## src/rtl/instr_fetch_unit_if.sv

```systemverilog
// Bundle between the fetch unit, instruction memory, execute (redirect) and decode.
// Valid/ready semantics: a transfer happens in a cycle where the source holds
// valid (Imem_Req / Inst_Valid) high and the sink has ack/ready (Imem_Ack /
// Inst_Ready) high. Once raised, valid and its payload stay stable until that
// transfer, unless a redirect flushes the decode side.
interface instr_fetch_unit_if;
  logic        Redirect_Valid;
  logic [31:0] Redirect_PC;
  logic        Imem_Req;
  logic [31:0] Imem_Addr;
  logic        Imem_Ack;
  logic [31:0] Imem_Data;
  logic        Inst_Valid;
  logic [31:0] Inst_Out;
  logic [31:0] Inst_PC;
  logic        Inst_Ready;

  modport master (
    input  Redirect_Valid, Redirect_PC, Imem_Ack, Imem_Data, Inst_Ready,
    output Imem_Req, Imem_Addr, Inst_Valid, Inst_Out, Inst_PC
  );

  modport slave (
    output Redirect_Valid, Redirect_PC, Imem_Ack, Imem_Data, Inst_Ready,
    input  Imem_Req, Imem_Addr, Inst_Valid, Inst_Out, Inst_PC
  );
endinterface

```

## src/rtl/instr_fetch_unit.sv

```systemverilog
// Fetch unit: owns the fetch PC, one outstanding imem request, prefetch FIFO to decode.
// Define IFU_PERF_EN to add the Fetch_Count / Flush_Count performance counters.
module instr_fetch_unit #(
  parameter logic [31:0] RESET_PC   = 32'h0000_0000,
  parameter int          FIFO_DEPTH = 4
) (
  input  logic                 Clk,
  input  logic                 Reset,
  instr_fetch_unit_if.master   bus,
  output logic [1:0]           dbg_state_o
`ifdef IFU_PERF_EN
  ,output logic [31:0]         Fetch_Count
  ,output logic [31:0]         Flush_Count
`endif
);
  localparam int          AW  = $clog2(FIFO_DEPTH);
  localparam int          CW  = AW + 1;
  localparam logic [31:0] NOP = 32'h0000_0013;

  typedef enum logic [1:0] {IDLE = 2'd0, REQ = 2'd1, DISCARD = 2'd2} state_t;

  state_t        state_q, state_d;
  logic [31:0]   pc_q, pc_d;
  logic [31:0]   addr_q, addr_d;
  logic [CW-1:0] count_q, count_d;
  logic [AW-1:0] rd_ptr_q, rd_ptr_d;
  logic [AW-1:0] wr_ptr_q, wr_ptr_d;
  logic [31:0]   pc_mem   [FIFO_DEPTH];
  logic [31:0]   data_mem [FIFO_DEPTH];
  logic          inst_valid, pop, push;
  logic          unused_redirect_lsb;

  assign unused_redirect_lsb = ^bus.Redirect_PC[1:0];
  assign inst_valid          = (count_q != '0);

  // Redirect cancels any same-cycle pop or push; the FIFO is simply emptied.
  assign pop  = inst_valid && bus.Inst_Ready && !bus.Redirect_Valid;
  assign push = (state_q == REQ) && bus.Imem_Ack && !bus.Redirect_Valid;

  always_comb begin
    state_d  = state_q;
    pc_d     = pc_q;
    count_d  = count_q + CW'(push) - CW'(pop);
    rd_ptr_d = pop  ? rd_ptr_q + AW'(1) : rd_ptr_q;
    wr_ptr_d = push ? wr_ptr_q + AW'(1) : wr_ptr_q;

    if (bus.Redirect_Valid) begin
      pc_d     = {bus.Redirect_PC[31:2], 2'b00};
      count_d  = '0;
      rd_ptr_d = '0;
      wr_ptr_d = '0;
    end else if (push) begin
      pc_d = pc_q + 32'd4;
    end

    // A request only starts when a slot is already reserved for its data.
    unique case (state_q)
      IDLE: begin
        if (count_d < CW'(FIFO_DEPTH)) state_d = REQ;
      end
      REQ: begin
        if (bus.Imem_Ack) state_d = (count_d < CW'(FIFO_DEPTH)) ? REQ : IDLE;
        else if (bus.Redirect_Valid) state_d = DISCARD;
      end
      DISCARD: begin
        if (bus.Imem_Ack) state_d = REQ;
      end
      default: state_d = IDLE;
    endcase

    addr_d = (state_d == REQ) ? pc_d : addr_q;
  end

  always_ff @(posedge Clk or posedge Reset) begin
    if (Reset) begin
      state_q  <= IDLE;
      pc_q     <= RESET_PC;
      addr_q   <= RESET_PC;
      count_q  <= '0;
      rd_ptr_q <= '0;
      wr_ptr_q <= '0;
    end else begin
      state_q  <= state_d;
      pc_q     <= pc_d;
      addr_q   <= addr_d;
      count_q  <= count_d;
      rd_ptr_q <= rd_ptr_d;
      wr_ptr_q <= wr_ptr_d;
    end
  end

  always_ff @(posedge Clk) begin
    if (push) begin
      pc_mem[wr_ptr_q]   <= pc_q;
      data_mem[wr_ptr_q] <= bus.Imem_Data;
    end
  end

  assign bus.Imem_Req   = (state_q != IDLE);
  assign bus.Imem_Addr  = addr_q;
  assign bus.Inst_Valid = inst_valid;
  assign bus.Inst_Out   = inst_valid ? data_mem[rd_ptr_q] : NOP;
  assign bus.Inst_PC    = inst_valid ? pc_mem[rd_ptr_q] : 32'h0;
  assign dbg_state_o    = state_q;

`ifdef IFU_PERF_EN
  logic [31:0] fetch_cnt_q, flush_cnt_q;

  always_ff @(posedge Clk or posedge Reset) begin
    if (Reset) begin
      fetch_cnt_q <= '0;
      flush_cnt_q <= '0;
    end else begin
      if (pop)                fetch_cnt_q <= fetch_cnt_q + 32'd1;
      if (bus.Redirect_Valid) flush_cnt_q <= flush_cnt_q + 32'd1;
    end
  end

  assign Fetch_Count = fetch_cnt_q;
  assign Flush_Count = flush_cnt_q;
`endif
endmodule

```

## src/flat_wrapper.sv

```systemverilog
// flat-port wrapper written by rule: the top's interface ports become plain ports
module instr_fetch_unit_flat 
#(
  parameter logic [31:0] RESET_PC   = 32'h0000_0000,
  parameter int          FIFO_DEPTH = 4
)
  (Clk, Reset, dbg_state_o, bus_Redirect_Valid, bus_Redirect_PC, bus_Imem_Ack, bus_Imem_Data, bus_Inst_Ready, bus_Imem_Req, bus_Imem_Addr, bus_Inst_Valid, bus_Inst_Out, bus_Inst_PC);
  instr_fetch_unit_if bus_i ();
  input  logic Clk;
  input  logic Reset;
  output logic [1:0] dbg_state_o;
  input wire logic [$bits(bus_i.Redirect_Valid)-1:0] bus_Redirect_Valid;
  input wire logic [$bits(bus_i.Redirect_PC)-1:0] bus_Redirect_PC;
  input wire logic [$bits(bus_i.Imem_Ack)-1:0] bus_Imem_Ack;
  input wire logic [$bits(bus_i.Imem_Data)-1:0] bus_Imem_Data;
  input wire logic [$bits(bus_i.Inst_Ready)-1:0] bus_Inst_Ready;
  output wire logic [$bits(bus_i.Imem_Req)-1:0] bus_Imem_Req;
  output wire logic [$bits(bus_i.Imem_Addr)-1:0] bus_Imem_Addr;
  output wire logic [$bits(bus_i.Inst_Valid)-1:0] bus_Inst_Valid;
  output wire logic [$bits(bus_i.Inst_Out)-1:0] bus_Inst_Out;
  output wire logic [$bits(bus_i.Inst_PC)-1:0] bus_Inst_PC;
  assign bus_i.Redirect_Valid = bus_Redirect_Valid;
  assign bus_i.Redirect_PC = bus_Redirect_PC;
  assign bus_i.Imem_Ack = bus_Imem_Ack;
  assign bus_i.Imem_Data = bus_Imem_Data;
  assign bus_i.Inst_Ready = bus_Inst_Ready;
  assign bus_Imem_Req = bus_i.Imem_Req;
  assign bus_Imem_Addr = bus_i.Imem_Addr;
  assign bus_Inst_Valid = bus_i.Inst_Valid;
  assign bus_Inst_Out = bus_i.Inst_Out;
  assign bus_Inst_PC = bus_i.Inst_PC;
  instr_fetch_unit #(.RESET_PC(RESET_PC), .FIFO_DEPTH(FIFO_DEPTH)) u_core (.Clk(Clk), .Reset(Reset), .bus(bus_i), .dbg_state_o(dbg_state_o));
endmodule
```

## config.mk

```make
export PLATFORM = sky130hd
export DESIGN_NAME = instr_fetch_unit_flat
export DESIGN_NICKNAME = d
export VERILOG_FILES = /design/src/rtl/instr_fetch_unit_if.sv /design/src/rtl/instr_fetch_unit.sv /design/src/flat_wrapper.sv
export SDC_FILE = /design/constraint.sdc
export NUM_CORES = 1
export LEC_CHECK = 0
export ABC_AREA = 1
export BUFFER_PORTS_ARGS = -buffer_cell sky130_fd_sc_hd__clkbuf_2
export CAP_MARGIN = 20
export CORE_MARGIN = 4
export CORE_UTILIZATION = 42
export DETAILED_ROUTE_END_ITERATION = 6
export PLACE_DENSITY_LB_ADDON = 0.08
export SLEW_MARGIN = 40
export SYNTH_ARGS = -nofsm -noshare
export SYNTH_HDL_FRONTEND = slang
export SYNTH_SLANG_ARGS = --single-unit
```

## constraint.sdc

```tcl
create_clock -name Clk -period 8.4 [get_ports Clk]
set_input_delay 0 -clock Clk [delete_from_list [all_inputs] [get_ports Clk]]
set_output_delay 0 -clock Clk [all_outputs]
set_load 0.02 [all_outputs]
```

After elaboration in Yosys (flattened, before gate mapping)
Memories as Yosys holds them, arrays and structs flattened. Cells that the tools add are included.

Word-level logic and storage cells: 44. Flip-flop bits (word level): 73. Input port bits: 69. Memory bits (writable): 256. Memories kept: 2. Bits in latches: 0. Output and inout port bits: 100. Bits in read-only memories: 0.

Divide/modulo/power cells: 0. Bitwise operators: 0. Multiplexer cells: 17. Equality and inequality tests: 3. Add/sub/neg operators: 5. Multiply operators: 0. Reductions and logical operators: 10. Shift operators: 0. Magnitude comparators: 1.

Memories: u_core.data_mem (depth 4, bits a word 32, rd ports 1, clocked after Yosys merged registers in 0, write ports 1, line instr_fetch_unit.sv:29) `logic [31:0] data_mem [FIFO_DEPTH];`; u_core.pc_mem (depth 4, bits a word 32, rd ports 1, clocked after Yosys merged registers in 0, write ports 1, line instr_fetch_unit.sv:28) `logic [31:0] pc_mem [FIFO_DEPTH];`.

Operators by type and width (number): 2-to-1 mux 32 bit (4); adder 32 x 3 -> 32 bit, second input constant (1); 2-to-1 mux 2 bit (8); case mux 2 bit (3 select lines) (1); nonzero test 2 bit (3); adder 2 x 1 -> 2 bit, second input constant (2); equality test 2 x 1 -> 1 bit, second input constant (2); logical AND 1 bit (4); adder 3 x 1 -> 3 bit (1); < comparator 3 bit, second input constant (1); 2-to-1 mux 1 bit (3); 2-to-1 mux 3 bit (1); nonzero test 3 bit (1); subtractor 3 x 1 -> 3 bit (1); equality test 2 bit, second input constant (1); logical NOT 2 bit (1); logical NOT 1 bit (1).

Longest topological paths before layout
Gate-level depths: netlist of run 1.

Depth after elaboration: 11. Depth in mapped cells: 21. Gate-level depth less buffers: 20.

Worst setup path before layout of run 1
No wires, ideal clock.

Path kind: register to register. Start point: reg u_core.state_q[0], in the netlist u_core.dbg_state_o[0]. End point: mem u_core.data_mem[0][0] (enable). Setup slack: 4314 ps. Setup time: 487 ps. Path buffers: 0. Stages on the path, launching flop included: 5. Data arrival time: 3600 ps. Cell sequence: dfrtp_1 -> inv_1 -> nor2_4 -> nand3_2 -> nor2_1.

Longest elaborated chain between the ends: 5.

RTL lines: start: declaration (line instr_fetch_unit.sv:22) `state_t state_q, state_d;`; start signal: assignment (line instr_fetch_unit.sv:83) `state_q <= state_d;`; equality test 2 x 1 -> 1 bit (line instr_fetch_unit.sv:38) `assign push = (state_q == REQ) && bus.Imem_Ack && !bus.Redirect_Valid;`; logical AND 1 bit (2 in series) (line instr_fetch_unit.sv:38); 2-to-1 mux 1 bit (line instr_fetch_unit.sv:93) `if (push) begin`; 2-to-1 mux 1 bit (implied by the code) (line instr_fetch_unit.sv:95) `data_mem[wr_ptr_q] <= bus.Imem_Data;`; end: declaration (line instr_fetch_unit.sv:29).

Every way passes these cells.

Final worst setup path of run 1
Start point: reg u_core.count_q[1]. End point: reg u_core.addr_q[11], in the netlist u_core.bus.Imem_Addr[11].

Longest elaborated chain between the ends: 10.

RTL lines: start: declaration (line instr_fetch_unit.sv:25) `logic [CW-1:0] count_q, count_d;`; start signal: assignment (line instr_fetch_unit.sv:86) `count_q <= count_d;`; parallel branches: the longest is 3 deep, another holds adder 3 x 1 -> 3 bit; subtractor 3 x 1 -> 3 bit (*) (line instr_fetch_unit.sv:43) `count_d = count_q + CW'(push) - CW'(pop);`; 2-to-1 mux 3 bit (*) (line instr_fetch_unit.sv:47) `if (bus.Redirect_Valid) begin`; via u_core.count_d[2] (line instr_fetch_unit.sv:25); < comparator 3 bit (*) (line instr_fetch_unit.sv:59, instr_fetch_unit.sv:62); 2-to-1 mux 1 bit (line instr_fetch_unit.sv:62) `if (bus.Imem_Ack) state_d = (count_d < CW'(FIFO_DEPTH)) ? REQ : IDLE;`; 2-to-1 mux 2 bit (line instr_fetch_unit.sv:62); case mux 2 bit (3 select lines) (*) (line instr_fetch_unit.sv:57) `unique case (state_q)`; equality test 2 x 1 -> 1 bit (*) (line instr_fetch_unit.sv:71) `addr_d = (state_d == REQ) ? pc_d : addr_q;`; end signal: assignment (line instr_fetch_unit.sv:85) `addr_q <= addr_d;`; end: declaration (line instr_fetch_unit.sv:24) `logic [31:0] addr_q, addr_d;`.

Mark *: on every way through the listed nets, which the timed path passes. A chain may end at the register's enable or synchronous reset.

==> metrics.txt, run 1 <==
post-synthesis adder-cell area fraction=0.007847; reg2reg start=u_core.count_q[1]$_DFF_PP0_; P&R area growth vs syn=22.27%; Vias/cell=4.901; worst clock skew=0.01216 ns; R2R Setup Slk=3.96 ns; most common cell in the netlist=nor2_1; post-synthesis sequential area ratio=0.6939; Final Setup Violations=0; core area=31880 um2; post-synthesis xor/xnor area fraction=0.003194; critical path's top delay family=buffers and inverters; CP peak stage delay=0.62 ns; Avg WL per Cell=17.01 um; dominant synthesized flop cell=edfxtp_1; share of layout cells above drive strength 1=0.1760; max-slew violations=0; simple-gate share of the synthesized area=0.1725; vias=9513; synth warn=0; CP bufs+invs=7; Pleak=6.637 nW; First-pass DRT Iterations=5; slowest cell on the critical path=inv_2; DRT antenna net count=0; hold endpoint=u_core.count_q[0]$_DFF_PP0_; CTS buffer count=36; Avg Cell Area, Syn=10.88 um2; Worst EP arrival=4.88 ns; Total Routing Usage GR=0.1847; Residual DRC=0; ant diodes=0; most frequent CP cell=inv_1; CTS root buffer=clkbuf_16; post-synthesis cell count=1260; mux contribution to synthesized area=0; post-synthesis register bit count=329; row cnt=65; Syn Nets=1337; port bufs=166; Placer Congestion=0.7713; Area contributors post-synth=edfxtp_1 56%, dfrtp_1 13%, nor2_1 8.2%; largest family of logic cells by synthesized area=simple AND/OR/NAND/NOR gates; CTS clk-pin slew, worst paths=0.06 ns; HPWL after DPL=18470 um; Setup crit end kind=flip-flop; initial antenna violation count=0; Final TNS setup=0 ns; crit-path max FO=62; CTS max path bufs=3; # Max-Cap Violations=0; largest net degree at the start of global routing=85; top post-synthesis cells by count=301 x nor2_1, 256 x edfxtp_1, 191 x nand2_1; VDD IR-drop max=0.2463 mV; synthesized cell area=13710 um2; hold_sp=bus_Redirect_Valid; Synth cell types=41; Worst-Skew Late Latency=0.51 ns; Die Footprint=35600 um2; Compound-Gate Fraction of Synth Area=0.08532; Core Util, Final=0.5259; final hold violation count=0; 1st-iter DRT viols=601; WHS Path Cells=2; EDFF count, synth=256; RSZ-0062 raised after global routing=no; Reg2Reg Depth=21; fraction of registers with async set/reset=0.2219; CTS tree=built; Final nets=1557; Setup CP Type=flip-flop to flip-flop; Critical Path, Cell by Cell=inv_1 > nand2_1 > nor2_4 > buf_6 > inv_1 > nand2_1 > nor2_1 > ha_1 > inv_1 > ha_1 > inv_1 > fa_1 > inv_1 > o21ai_1 > a21oi_2 > nor2_1 > nor2_1 > nand2_2 > inv_2 > nand2_1 > nand2_1; leading area contributor after synthesis=edfxtp_1; Min Hold Slack=0.1938 ns; Chip Height=188.7 um; Top-Level Pins=169; Fmax=225.1 MHz; first-pass GRT wire length=52560 um; Routed WL=33020 um; worst-margin pin slew=0.7787 ns; fin crit share=0.5288; WP data required=8.84 ns; status=complete, no violations; Slew HR=0.4808; initial core utilization=0.4301; Die Width=188.7 um; critical path launch point type=flip-flop; Filler Cell Count=2868; hold crit path type=input pin to flip-flop; PwrDens=314.1 nW/um2; CTS Sinks=329; vias in the first global route=9424; grt ovf=0; top cell type's share of synthesized area=0.5606; crit path time final=4.442 ns; H-tree depth=2; Worst R2R End=u_core.bus.Imem_Addr[11]$_DFFE_PP0N_
## cells in the final DEF, fill, tap and decap left out, drive strengths merged
| cell | instances |
|---|---|
| a31oi | 2 |
| o21ai | 143 |
| fa | 1 |
| inv | 54 |
| o21a | 2 |
| o21bai | 1 |
| buf | 13 |
| nand3b | 3 |
| edfxtp | 256 |
| dfrtp | 73 |
| clkbuf | 213 |
| o311ai | 3 |
| nand2b | 1 |
| a21oi | 68 |
| bufinv | 3 |
| nand4 | 7 |
| a21boi | 4 |
| nand3 | 46 |
| ha | 7 |
| nor3 | 4 |
| nor2 | 308 |
| or2 | 8 |
| o211ai | 2 |
| and2 | 5 |
| xnor2 | 2 |
| dlygate4sd3 | 65 |
| clkinv | 15 |
| xor2 | 3 |
| nand2 | 194 |
## worst max path at each step
stage	from	endpoint	slack, ns	depth (start not counted)
after CTS	u_core.count_q[1]$_DFF_PP0_	u_core.bus.Imem_Addr[18]$_DFFE_PP0N_	3.94	21
after detailed placement	u_core.count_q[1]$_DFF_PP0_	u_core.bus.Imem_Addr[18]$_DFFE_PP0N_	3.93	21
after floorplan	u_core.dbg_state_o[0]$_DFF_PP0_	u_core.data_mem[0][0]$_DFFE_PP_	4.31	4
after global placement	u_core.count_q[1]$_DFF_PP0_	u_core.bus.Imem_Addr[24]$_DFFE_PP0N_	3.76	21
after global routing	u_core.count_q[1]$_DFF_PP0_	u_core.bus.Imem_Addr[30]$_DFFE_PP0N_	3.50	21
final	u_core.count_q[1]$_DFF_PP0_	u_core.bus.Imem_Addr[11]$_DFFE_PP0N_	3.96	21
## report_power, final
part           internal, mW  total (mW)  switching, mW
Sequential             1.94        2.06          0.124
Clock                 0.924        1.54          0.612
Combinational         0.467        1.67           1.20
Total                  3.33        5.27           1.94
## logic make-up (layout without fill, tap and decap cells)
kind of cell / Yosys count / count (layout)
buf+inv: 117 / 363
xor+xnor: 5 / 5
fa+ha+maj: 8 / 8
flops: 329 / 329
simple gates: 576 / 576
compound gates: 225 / 225
## state kept, by name, summed over array words and instances (netlist names)
name / cells
u_core.data_mem: 128
u_core.pc_mem: 128
u_core.bus.Imem_Addr: 32
u_core.pc_q: 32
u_core.count_q: 3
u_core.dbg_state_o: 2
u_core.rd_ptr_q: 2
u_core.wr_ptr_q: 2
## per-stage QoR
stage | instance area [um2] | std cells | worst slack [ns] | power [mW]
after global routing | 16770 | 1941 | 3.496 | 5.591
after detailed placement | 14950 | 1811 | 3.927 | 3.761
final | 16770 | 1941 | 3.958 | 5.266
after floorplan | 13710 | 1260 | 4.314 | 3.179
after global placement | 14910 | 1810 | 3.765 | 3.745
after CTS | 16740 | 1940 | 3.939 | 5.332
## final cells by class
class                           count  area [um2]  share of cell area
Sequential cell                   329        9519              0.5678
Clock inverter                     17       150.1            0.008955
Inverter                           55       207.7             0.01239
Multi-Input combinational cell    814        3724              0.2221
Clock buffer                       47       994.7             0.05933
Tap cell                          435       544.3             0.03246
Timing Repair Buffer              244        1627             0.09701
## timing repair
action,4_1_cts,5_1_grt
buffers inserted,0,0
endpoints found under the hold margin,264,0
hold buffers,65,0
resized for setup,0,0
## routing by layer
layer,vias to the layer above,part of all wire,global-route usage
li1,4722,-,-
met1,4526,0.47,0.2628
met2,224,0.46,0.3000
met3,41,0.048,0.03205
met4,0,0.018,0.04260
met5,-,0,0
Power figures use the tool's default switching activity.
==> run 2: changes to the inputs <==
==> constraint.sdc (replaced) <==
create_clock -name Clk -period 3.9 [get_ports Clk]
set_input_delay 0 -clock Clk [delete_from_list [all_inputs] [get_ports Clk]]
set_output_delay 0 -clock Clk [all_outputs]
set_load 0.02 [all_outputs]
==> run 2 against run 1 <==
  * Sequential power is 110% higher
  * Power is 110% higher
  * Critical path depth is 1 lower
  * Count of clock-buffer cells in the layout stayed put
  * Via count is 0.89% higher
  * Non-clock buffer count is 9 higher
  * Global-route usage is 0.13 points higher
  * Cell count is 0.46% higher
  * Wire length is 1.2% higher
  * Cell area is 0.13% higher
==> metrics.txt, run 2 (synthesized netlist as in run 1, its figures left out) <==
critical path launch point type=flip-flop; PwrDens=671.0 nW/um2 (+110%); Top-Level Pins=169 (unchanged); Seq. cell area=9519 um2 (unchanged); Worst-Skew Late Latency=0.51 ns (about the same); Vias/cell=4.922 (+0.43%); H-tree depth=2 (unchanged); Worst R2R End=u_core.bus.Imem_Addr[8]$_DFFE_PP0N_; Routed WL=33410 um (+1.2%); core area=31880 um2 (unchanged); commonest cells after routing, fill and taps aside=296 x nor2_1, 256 x edfxtp_1, 191 x nand2_1; area occupied by multi-input gates=3724 um2 (unchanged); Total Routing Usage GR=0.1859 (+0.001267); Regs by FF count=u_core.data_mem: 128 flops, u_core.pc_mem: 128 flops; Power Internal=7.092 mW (+110%); hold crit path type=input pin to flip-flop; port bufs=166 (unchanged); share of layout cells above drive strength 1=0.1815 (+0.005555); initial core utilization=0.4301 (unchanged); RSZ-0062 raised after global routing=no; crit-path max FO=32 (-48%); max-slew violations=0 (unchanged); Die Width=188.7 um (unchanged); Pleak=6.664 nW (+0.40%); Worst Slack Setup Final=0.6966 ns (-3.262 ns); # Max-Cap Violations=0 (unchanged); 1st-iter DRT viols=611 (+1.7%); status=complete, no violations; fin crit share=0.8214 (+0.2926); worst-margin pin slew=0.7694 ns (-0.009359 ns); Final Setup Violations=0 (unchanged); Layout Cell Area excl Fill=16790 um2 (+0.13%); ant diodes=0 (unchanged); CTS root buffer=clkbuf_16; Chip Height=188.7 um (unchanged); post_cts resized=0 (unchanged); P&R area growth vs syn=22.44%; vias in the first global route=9558 (+1.4%); combinational share of power=0.327 (+0.010); Residual DRC=0 (unchanged); Worst EP arrival=3.64 ns (-1.24 ns); Avg WL per Cell=17.13 um (+0.71%); CTS clk-pin slew, worst paths=0.06 ns (about the same); post-layout power=11.27 mW (+110%); placed instance area=15000 um2 (+0.37%); First-pass DRT Iterations=4 (-1); Sw Share=0.3705 (+0.002578); largest net degree at the start of global routing=72 (-15%); Filler Cell Count=2855 (-0.45%); DRT antenna net count=0 (unchanged); Final nets=1566 (+0.58%); worst slack, placed=0.7403 ns (-3.186 ns); Psw=4.174 mW (+120%); crit path time final=3.203 ns (-1.238 ns); Crit. Startpoint=u_core.count_q[1]$_DFF_PP0_; Setup CP Type=flip-flop to flip-flop; clock network fraction of total power=0.283 (-0.009); first-pass GRT wire length=53150 um (+1.1%); Fmax=312.2 MHz (+39%); HPWL after DPL=19370 um (+4.9%); Placer Congestion=0.7883 (+2.2%); final hold violation count=0 (unchanged); CTS buffer count=36 (unchanged); WP data required=4.34 ns (-4.50 ns); reg2reg start=u_core.count_q[1]$_DFF_PP0_; CTS Sinks=329 (unchanged); VDD IR-drop max=0.4630 mV (+88%); CTS tree=built; initial antenna violation count=0 (unchanged); Flop pwr share=0.391 (about the same); row cnt=65 (unchanged); Slew HR=0.4871 (+0.006239); Reg2Reg Depth=20 (-4.8%); R2R Setup Slk=0.70 ns (-3.26 ns); worst clock skew=0.01453 ns (+0.002369 ns); Min Hold Slack=0.05109 ns (-0.1427 ns); worst setup path end=u_core.bus.Imem_Addr[8]$_DFFE_PP0N_; grt ovf=0 (unchanged); Setup crit end kind=flip-flop; vias=9598 (+0.89%); Die Footprint=35600 um2 (unchanged); most common cell after layout, fill and taps aside=nor2_1; CTS max path bufs=3 (unchanged)
-- run 2: cell count changes in the layout (fill, tap and decap cells not counted) --
cell,change
inv_2,-1
clkbuf_8,+1
inv_6,+2
bufinv_16,-2
buf_4,+13
inv_4,+1
buf_6,-4
clkbuf_1,-1
-- run 2: worst min-delay path by stage --
stage,end,from,depth (start not counted)
after detailed placement,u_core.bus.Imem_Addr[0]$_DFFE_PP0N_,Reset,2
after floorplan,u_core.data_mem[0][0]$_DFFE_PP_,bus_Imem_Data[0],0
after global placement,u_core.data_mem[1][21]$_DFFE_PP_,bus_Imem_Data[21],1
final,u_core.count_q[1]$_DFF_PP0_,bus_Redirect_Valid,3
after CTS,u_core.count_q[1]$_DFF_PP0_,bus_Redirect_Valid,3
after global routing,u_core.count_q[1]$_DFF_PP0_,bus_Redirect_Valid,3
-- run 2: critical path, cell delays in order, from the launching register on --
cell	delay, ns
dfrtp_1	0.39
inv_1	0.05
nand2_1	0.12
nor2_4	0.05
inv_1	0.16
nand2_1	0.15
nor2_1	0.12
ha_1	0.23
inv_1	0.06
ha_1	0.14
inv_1	0.05
fa_1	0.35
inv_1	0.09
o21ai_1	0.08
a21oi_2	0.20
nor2_1	0.07
nor2_1	0.12
nand2_2	0.08
inv_2	0.42
nand2_1	0.12
nand2_1	0.09
-- run 2: power groups by stage --
stage / registers, mW / logic [mW] / clock network, mW
global placement: 4.46 / 3.64 / 0
detailed placement: 4.46 / 3.67 / 0
CTS: 4.40 / 3.74 / 3.28
global route: 4.44 / 4.08 / 3.44
finish: 4.40 / 3.68 / 3.19
floorplan: 4.61 / 2.24 / 0
-- run 2: final cells by class --
type | instances | share of cell area
flip-flops and latches | 329 | 0.5670
repair buffers | 253 | 0.1000
multi-input cells | 814 | 0.2218
inverters | 55 | 0.01252
well taps | 435 | 0.03242
clock inverters | 17 | 0.006409
clock buffers | 47 | 0.05984
-- run 2: through the flow --
step           setup TNS, ns  std cells  utilization
3_5_place_dp               0       1820       0.4706
2_1_floorplan         -47.63       1260            -
5_1_grt                    0       1950       0.5266
6_report                   0       1950       0.5266
4_1_cts                    0       1949       0.5259
3_3_place_gp               0       1820       0.4704
-- run 2: repair_timing --
action | CTS | global route
hold endpoints to repair | 234 | 0
setup buffers | 0 | 0
hold buffers | 65 | 0
-- run 2: routing by layer --
layer / share of wire / vias to the layer above / global-route usage / wire length [um]
met2: 0.47 / 225 / 0.3036 / 15560
met4: 0.016 / 0 / 0.03643 / 532
met1: 0.47 / 4599 / 0.2665 / 15820
li1: - / 4736 / - / -
met5: 0 / - / 0 / 0
met3: 0.045 / 38 / 0.03149 / 1492
==> run 3: changes to the inputs <==
==> constraint.sdc (replaced) <==
create_clock -name Clk -period 3 [get_ports Clk]
set_input_delay 0 -clock Clk [delete_from_list [all_inputs] [get_ports Clk]]
set_output_delay 0 -clock Clk [all_outputs]
set_load 0.02 [all_outputs]
==> run 3 against run 2 <==
  * Die area unchanged
  * Critical path depth increased by 1
  * Power up 36%
  * First-iteration DRC count grew 0.16%
  * Wire length rose by 1.2%
  * Sequential power increased by 30%
  * Sequential share of layout area is 1.1 points lower
  * Sequential cell count unchanged
==> metrics.txt, run 3 (synthesized netlist as in run 1, its figures left out) <==
worst slack, placed=0.01347 ns (-0.7269 ns); Die Width=188.7 um (unchanged); # Max-Cap Violations=0 (unchanged); Min Hold Slack=0.07168 ns (+0.02060 ns); Regs by FF count=u_core.data_mem: 128 flops, u_core.pc_mem: 128 flops; CTS Sinks=329 (unchanged); WP data required=3.44 ns (-0.90 ns); 1st-iter DRT viols=612 (+0.16%); Setup CP Type=flip-flop to flip-flop; H-tree depth=2 (unchanged); crit path time final=2.824 ns (-0.3799 ns); Placer Congestion=0.7956 (+0.93%); largest net degree at the start of global routing=73 (+1.4%); Die Footprint=35600 um2 (unchanged); Worst Slack Setup Final=0.1765 ns (-0.5201 ns); ant diodes=0 (unchanged); P&R area growth vs syn=24.93%; Total Routing Usage GR=0.1854 (-0.0005608); final hold violation count=0 (unchanged); DRT antenna net count=0 (unchanged); Vias/cell=4.931 (+0.18%); max-slew violations=0 (unchanged); worst-margin pin slew=0.6240 ns (-0.1453 ns); vias in the first global route=9639 (+0.85%); Worst-Skew Late Latency=0.51 ns (about the same); CTS max path bufs=3 (unchanged); status=complete, no violations; Worst EP arrival=3.26 ns (-0.38 ns); first-pass GRT wire length=53130 um (about the same); core area=31880 um2 (unchanged); CP bufs+invs=7 (+1); CTS clk-pin slew, worst paths=0.06 ns (about the same); CTS tree=built; worst clock skew=0.01755 ns (+0.003019 ns); Slew HR=0.5840 (+0.09690); CTS buffer count=37 (+2.8%); Core Util, Final=0.5373 (+0.01071); port bufs=166 (unchanged); Avg WL per Cell=17.20 um (+0.41%); commonest cells after routing, fill and taps aside=294 x nor2_1, 256 x edfxtp_1, 188 x nand2_1; Critical Path, Cell by Cell=inv_1 > nand2_2 > nor2_4 > inv_2 > nand2_2 > nor2_2 > ha_1 > inv_2 > ha_4 > inv_2 > fa_2 > inv_2 > o21ai_2 > a21oi_2 > nor2_1 > nor2_2 > nand2_4 > inv_8 > clkbuf_16 > nand2_1 > nand2_1; vias=9694 (+1.0%); Final Setup Violations=0 (unchanged); Top-Level Pins=169 (unchanged); row cnt=65 (unchanged); Pleak=6.796 nW (+2.0%); CTS root buffer=clkbuf_16; Setup crit end kind=flip-flop; Final nets=1579 (+0.83%); initial antenna violation count=0 (unchanged); slowest cell on the critical path=dfrtp_1; crit-path max FO=8 (-75%); critical path launch point type=flip-flop; critical path's top delay family=adder cells; most frequent CP cell=inv_2; PwrDens=893.3 nW/um2 (+33%); Chip Height=188.7 um (unchanged); fin crit share=0.9412 (+0.1198); RSZ-0062 raised after global routing=yes; CP peak stage delay=0.39 ns (-0.03 ns); hold crit path type=input pin to asynchronous set/reset pin; share of layout cells above drive strength 1=0.1940 (+0.01247); First-pass DRT Iterations=5 (+1); grt ovf=0 (unchanged); HPWL after DPL=19620 um (+1.3%); initial core utilization=0.4301 (unchanged); most common cell after layout, fill and taps aside=nor2_1; VDD IR-drop max=0.6132 mV (+32%); Fmax=354.2 MHz (+13%); Residual DRC=0 (unchanged); Routed WL=33820 um (+1.2%)
-- run 3: changes by cell type in the layout (fill, tap and decap cells not counted), sizes merged --
cell	previous run	this run
clkbuf	213	222
dlygate4sd3	65	66
buf	22	30
clkinv	15	13
-- run 3: final timing paths --
path                       slack (ns)  cells past startpoint                                   end                           startpoint
max                              0.18                     21  u_core.bus.Imem_Addr[11]$_DFFE_PP0N_          u_core.count_q[1]$_DFF_PP0_
min                              0.07                      3   u_core.bus.Imem_Addr[1]$_DFFE_PP0N_                                Reset
max reg2reg                      0.18                     21  u_core.bus.Imem_Addr[11]$_DFFE_PP0N_          u_core.count_q[1]$_DFF_PP0_
min reg2reg                      0.48                      2   u_core.bus.Imem_Addr[4]$_DFFE_PP0N_  u_core.bus.Imem_Addr[4]$_DFFE_PP0N_
max in group asynchronous        2.05                      4             u_core.pc_q[28]$_DFF_PP0_                                Reset
min in group Clk                 0.26                      2      u_core.data_mem[1][26]$_DFFE_PP_                    bus_Imem_Data[26]
-- run 3: worst min-delay path: cells and delay by family --
| family | cells | cell delay, ns |
|---|---|---|
| buffers and inverters | 3 | 1.03 |
-- run 3: repair_timing --
action,CTS,global route
setup endpoints to repair,1,32
pin swaps,1,11
endpoints found under the hold margin,233,0
cloned,0,3
resized for setup,1,26
setup buffers,1,3
hold buffers,66,0
-- run 3: cell type report --
class                           instances  area [um2]
Multi-Input combinational cell        814        3760
Inverter                               55       215.2
Tap cell                              435       544.3
Sequential cell                       329        9519
Fill cell                            2891       14750
Clock inverter                         15       95.09
Timing Repair Buffer                  265        1928
Clock buffer                           53        1069
-- run 3: metrics by stage --
stage	instances	power, mW	setup TNS [ns]	instance area, um2
2_1_floorplan	1260	8.898	-11.96	13720
4_1_cts	1960	15.10	0	16950
6_report	1966	15.30	0	17130
3_3_place_gp	1825	10.65	0	15110
5_1_grt	1966	16.22	-0.002811	17130
3_5_place_dp	1825	10.70	0	15110
-- run 3: where the power goes --
group	total, mW	internal (mW)	switching [mW]
logic	5.31	1.74	3.57
clock network	4.26	2.56	1.70
registers	5.74	5.42	0.312
-- run 3: metal layers --
layer | part of all wire | wire (um) | GRT usage | vias to the layer above
met5 | 0 | 0 | 0 | -
met4 | 0.013 | 435 | 0.03447 | 0
met3 | 0.049 | 1658 | 0.03075 | 38
met2 | 0.46 | 15410 | 0.2999 | 259
met1 | 0.48 | 16320 | 0.2693 | 4627
li1 | - | - | - | 4770
